`src/rtl/sdram_arbiter.sv`:
```
// sdram_arbiter: shares one SDRAM controller request port between a
// high-priority fetch port (port 0) and the CPU bus (port 1). Only one
// transaction is in flight at a time. Port 0 normally wins. A run counter
// hands the port to the CPU after MAX_P0_RUN back-to-back port-0 grants made
// while the CPU was waiting.
`timescale 1ns/1ps

module sdram_arbiter #(
  parameter int ADDR_W     = 24,
  parameter int DATA_W     = 32,
  parameter int MAX_P0_RUN = 4
) (
  input  logic                  clk,
  input  logic                  reset_i,
  // port 0: video/audio fetch
  input  logic                  p0_req_i,
  input  logic                  p0_we_i,
  input  logic [ADDR_W-1:0]     p0_addr_i,
  input  logic [DATA_W-1:0]     p0_wdata_i,
  input  logic [DATA_W/8-1:0]   p0_wmask_i,
  output logic                  p0_ack_o,
  output logic [DATA_W-1:0]     p0_rdata_o,
  // port 1: CPU bus
  input  logic                  p1_req_i,
  input  logic                  p1_we_i,
  input  logic [ADDR_W-1:0]     p1_addr_i,
  input  logic [DATA_W-1:0]     p1_wdata_i,
  input  logic [DATA_W/8-1:0]   p1_wmask_i,
  output logic                  p1_ack_o,
  output logic [DATA_W-1:0]     p1_rdata_o,
  // SDRAM controller side
  output logic                  mem_req_o,
  output logic                  mem_we_o,
  output logic [ADDR_W-1:0]     mem_addr_o,
  output logic [DATA_W-1:0]     mem_wdata_o,
  output logic [DATA_W/8-1:0]   mem_wmask_o,
  input  logic                  mem_ack_i,
  input  logic                  mem_rvalid_i,
  input  logic [DATA_W-1:0]     mem_rdata_i
);

  localparam int         MASK_W  = DATA_W / 8;
  localparam logic [3:0] RUN_MAX = 4'(MAX_P0_RUN);

  typedef enum logic [1:0] {
    ST_IDLE,
    ST_ISSUE,
    ST_RDWAIT,
    ST_DONE
  } state_t;

  state_t              state_q;
  logic                owner_q;
  logic [3:0]          run_q;
  logic [3:0]          run_d;
  logic                mem_req_q;
  logic                mem_we_q;
  logic [ADDR_W-1:0]   mem_addr_q;
  logic [DATA_W-1:0]   mem_wdata_q;
  logic [MASK_W-1:0]   mem_wmask_q;
  logic                p0_ack_q;
  logic                p1_ack_q;
  logic [DATA_W-1:0]   p0_rdata_q;
  logic [DATA_W-1:0]   p1_rdata_q;

  logic                ack_gap;
  logic                grant_p0;
  logic                grant_p1;

  // Grant decision and next run count, evaluated only in IDLE. A write ack is
  // visible during the first IDLE cycle after DONE; that cycle grants nothing
  // so the acknowledged requester has time to drop or replace its request.
  always_comb begin
    ack_gap  = p0_ack_q | p1_ack_q;
    grant_p0 = 1'b0;
    grant_p1 = 1'b0;
    run_d    = run_q;
    if (state_q == ST_IDLE && !ack_gap) begin
      if (p1_req_i && (!p0_req_i || run_q == RUN_MAX)) begin
        grant_p1 = 1'b1;
        run_d    = '0;
      end else if (p0_req_i) begin
        grant_p0 = 1'b1;
        if (!p1_req_i) begin
          run_d = '0;
        end else if (run_q != RUN_MAX) begin
          run_d = run_q + 4'd1;
        end
      end
    end
  end

  // Transaction FSM with all outputs registered.
  always_ff @(posedge clk) begin
    if (reset_i) begin
      state_q     <= ST_IDLE;
      owner_q     <= 1'b0;
      run_q       <= '0;
      mem_req_q   <= 1'b0;
      mem_we_q    <= 1'b0;
      mem_addr_q  <= '0;
      mem_wdata_q <= '0;
      mem_wmask_q <= '0;
      p0_ack_q    <= 1'b0;
      p1_ack_q    <= 1'b0;
      p0_rdata_q  <= '0;
      p1_rdata_q  <= '0;
    end else begin
      p0_ack_q <= 1'b0;
      p1_ack_q <= 1'b0;
      unique case (state_q)
        ST_IDLE: begin
          if (grant_p1) begin
            owner_q     <= 1'b1;
            run_q       <= run_d;
            mem_req_q   <= 1'b1;
            mem_we_q    <= p1_we_i;
            mem_addr_q  <= p1_addr_i;
            mem_wdata_q <= p1_wdata_i;
            mem_wmask_q <= p1_wmask_i;
            state_q     <= ST_ISSUE;
          end else if (grant_p0) begin
            owner_q     <= 1'b0;
            run_q       <= run_d;
            mem_req_q   <= 1'b1;
            mem_we_q    <= p0_we_i;
            mem_addr_q  <= p0_addr_i;
            mem_wdata_q <= p0_wdata_i;
            mem_wmask_q <= p0_wmask_i;
            state_q     <= ST_ISSUE;
          end
        end
        ST_ISSUE: begin
          // A simultaneous rvalid here is not data for this command; only the
          // ack is honoured and the read still waits in RDWAIT.
          if (mem_ack_i) begin
            mem_req_q <= 1'b0;
            state_q   <= mem_we_q ? ST_DONE : ST_RDWAIT;
          end
        end
        ST_RDWAIT: begin
          // Read ack is raised together with the data capture so it shows up
          // one cycle after rvalid, while the FSM sits in DONE.
          if (mem_rvalid_i) begin
            if (owner_q) begin
              p1_rdata_q <= mem_rdata_i;
              p1_ack_q   <= 1'b1;
            end else begin
              p0_rdata_q <= mem_rdata_i;
              p0_ack_q   <= 1'b1;
            end
            state_q <= ST_DONE;
          end
        end
        ST_DONE: begin
          // Writes raise their ack here; it appears in the following IDLE
          // cycle, which is then held as the grant gap.
          if (mem_we_q) begin
            p0_ack_q <= ~owner_q;
            p1_ack_q <= owner_q;
          end
          state_q <= ST_IDLE;
        end
        default: state_q <= ST_IDLE;
      endcase
    end
  end

  assign mem_req_o   = mem_req_q;
  assign mem_we_o    = mem_we_q;
  assign mem_addr_o  = mem_addr_q;
  assign mem_wdata_o = mem_wdata_q;
  assign mem_wmask_o = mem_wmask_q;
  assign p0_ack_o    = p0_ack_q;
  assign p1_ack_o    = p1_ack_q;
  assign p0_rdata_o  = p0_rdata_q;
  assign p1_rdata_o  = p1_rdata_q;

endmodule

```
`config.mk`:
```
export PLATFORM = sky130hd
export DESIGN_NAME = sdram_arbiter
export DESIGN_NICKNAME = d
export VERILOG_FILES = /design/src/rtl/sdram_arbiter.sv
export SDC_FILE = /design/constraint.sdc
export NUM_CORES = 1
export LEC_CHECK = 0
export ABC_CLOCK_PERIOD_IN_PS = 2100
export CORE_MARGIN = 10
export CORE_UTILIZATION = 40
export CTS_CLUSTER_DIAMETER = 60
export CTS_CLUSTER_SIZE = 30
export DETAILED_ROUTE_END_ITERATION = 7
export PLACE_DENSITY = 0.81
export SLEW_MARGIN = 30
export SYNTH_ARGS = -nofsm -noshare
export SYNTH_HDL_FRONTEND = slang
export SYNTH_SLANG_ARGS = --single-unit
```
`constraint.sdc`:
```
create_clock -name clk -period 2.1 [get_ports clk]
set_input_delay 0.42 -clock clk [delete_from_list [all_inputs] [get_ports clk]]
set_output_delay 0.42 -clock clk [all_outputs]
set_load 0.01 [all_outputs]
```
==> impl_metrics.py <==
metrics = {
    "global_route": {
        "grt-ovfl-total": 0,
        "grt_pass1_wl_um": 30200,
        "grt_usage": 0.203,
        "grt_max_degree": 95,
        "grt_pass1_vias": 5528,
        "antenna_found_initial": 0,
    },
    "yosys": {
        "netlist_area_um2": 5560,
        "ys.warnings.count": 0,
        "ys.flop_type": "dfxtp_1",
        "netlist_instances": 625,
        "ys_ff_latch": 135,
        "synth.avg_cell_area_um2": 8.90,
        "syn-num-nets": 792,
        "synth_seq_area_share": 0.486,
        "synth-edff-count": 0,
        "ys_async_sr_fraction": 0,
        "ys_types": 44,
    },
    "critical_path": {
        "cpPeakStageDelay_ns": 0.65,
        "endpoint_kind": "primary output",
        "cp_cell_sequence": "clkdlybuf4s50_1",
        "crit_arrival_ns": 1.57,
        "start_kind": "register",
        "critPathSlowestCell": "clkdlybuf4s50_1",
        "worstSetupPathType": "reg -> out",
        "crit_buf_inv": 1,
        "crit_family": "buffers and inverters",
        "worstPathMaxFanout": 3,
        "worstPathRequired_ns": 1.68,
    },
    "timing": {
        "worst_pin_slew_ns": 0.421,
        "rsz0062_at_grt": "no",
        "setup_violations": 0,
        "maxSlewHeadroom": 0.720,
        "fin_setup_tns_ns": 0,
        "worst_slack_ns": 0.114,
        "final-hold-violation-count": 0,
        "fin_hold_ws_ns": 0.382,
        "slew_viol_final": 0,
        "period_share": 0.946,
        "clock-skew-final_ns": 0.0109,
        "fmax_mhz": 504,
        "min_period_ns": 1.99,
    },
    "power_and_ir_drop": {
        "p_per_area_nw_per_um2": 1150,
        "vdd_drop_max_mv": 0.707,
        "leakage_nw": 3.36,
    },
    "routing": {
        "drt_iter0_drc": 318,
        "drc_errors": 0,
        "firstDrtPassIters": 7,
        "vias": 5503,
        "totalWireLength_um": 20300,
        "via_per_inst": 5.06,
        "ant_nets": 0,
        "wl_per_cell_um": 18.7,
    },
    "floorplan": {
        "start_util": 0.404,
        "die_w_um": 138,
        "die_area_um2": 19000,
        "die_y_um": 138,
        "num_rows": 43,
        "io_pins": 288,
        "core-area_um2": 13800,
    },
    "job": {
        "maxCapViolations": 0,
    },
    "clock_network": {
        "clk_latency_ns": 0.42,
        "clkTransAtPathRegs_ns": 0.06,
        "cts.sinks": 135,
        "clockRootBuffer": "clkbuf_16",
        "ctsHoldBuffers": 0,
        "clk_path_buf_depth": 2,
        "cts_tree": "yes",
        "cts_buffers": 17,
        "cts_max_level": 4,
    },
    "final_layout": {
        "final_common_cell": "clkdlybuf4s50_1",
        "final_cells": 1087,
        "area_growth_pct": 64.5,
        "num_antenna_cells": 0,
        "final_core_util": 0.664,
        "final_cell_mix": "clkdlybuf4s50_1, nand2_1, dfxtp_1",
        "nets": 1061,
        "drive_gt1_frac": 0.115,
    },
    "placed_design": {
        "io_buffers": 287,
        "dp_hpwl_um": 14400,
        "place.gp.congestion": 0.819,
        "pre_cts_slack_ns": 0.0512,
        "placed_cells": 1055,
    },
    "min_path": {
        "hold_path.class": "in -> reg",
    },
    "status": {
        "status": "completed",
    },
}
## synth_stat cells (2+ instances only)
| cell type | count | area, um2 |
|---|---|---|
| o21ai_0 | 54 | 270 |
| buf_6 | 14 | 158 |
| nor2b_1 | 2 | 12.5 |
| a21oi_1 | 66 | 330 |
| o21ai_1 | 10 | 50.1 |
| buf_2 | 5 | 25.0 |
| o221a_2 | 51 | 574 |
| ha_1 | 7 | 87.6 |
| a31oi_1 | 3 | 18.8 |
| nand3_1 | 5 | 25.0 |
| dfxtp_1 | 135 | 2700 |
| o221a_1 | 10 | 113 |
| clkbuf_2 | 5 | 25.0 |
| nand2_1 | 135 | 507 |
| nand2b_1 | 3 | 18.8 |
| or2_2 | 2 | 12.5 |
| clkbuf_1 | 23 | 86.3 |
| inv_1 | 69 | 259 |
## state kept, by name (all words and copies together), names as in the netlist
name / count
mem_wmask_o: 4
state_q: 2
mem_we_o: 1
run_q: 4
mem_addr_o: 24
mem_wdata_o: 32
p1_ack_o: 1
p0_rdata_o: 32
p0_ack_o: 1
p1_rdata_o: 32
mem_req_o: 1
owner_q: 1
## through the flow
stage	area, um2	power, mW
floorplan	5560	5.54
global placement	8560	7.48
detailed placement	8560	7.57
CTS	9150	10.6
global route	9150	11.0
finish	9150	10.5
## power by group
part | switching (mW) | internal, mW | total, mW
combinational | 1.68 | 2.21 | 3.89
sequential | 0.400 | 3.24 | 3.64
clock | 1.11 | 1.87 | 2.98
## cells by family after synthesis
kind of cell	count (synthesis)	share of synthesized area
simple gates	161	0.134
flops	135	0.486
buf+inv	118	0.101
fa+ha+maj	7	0.0157
compound gates	203	0.261
mux	1	0.00180
## worst paths after layout
path / startpoint / to / slack (ns) / cells past startpoint
max: p1_ack_o / p1_ack_o / 0.11 / 1
min: reset_i / p0_ack_o / 0.38 / 3
max reg2reg: state_q[0] / run_q[3] / 0.27 / 6
min reg2reg: p1_rdata_o[3] / p1_rdata_o[3] / 0.45 / 2
## cell type report
type / instances / area [um2]
Fill cell: 1150 / 4630
Multi-Input combinational cell: 372 / 2300
Clock inverter: 7 / 92.6
Inverter: 69 / 259
Clock buffer: 25 / 495
Sequential cell: 135 / 2700
Timing Repair Buffer: 299 / 3070
Tap cell: 180 / 225
## per-layer routing
metal,GRT usage,up-vias,wire length (um)
li1,-,2675,-
met1,0.225,2567,7700
met2,0.344,228,10100
met3,0.0801,33,2000
met4,0.0707,0,500
met5,0,-,0
## what timing repair did
| action | in CTS | in global routing |
|---|---|---|
| endpoints found under the hold margin | 0 | 0 |
| endpoints found under the setup margin | 0 | 1 |
| resized for setup | 0 | 1 |
| setup buffers | 0 | 0 |
(Power assumes the default switching activity.)
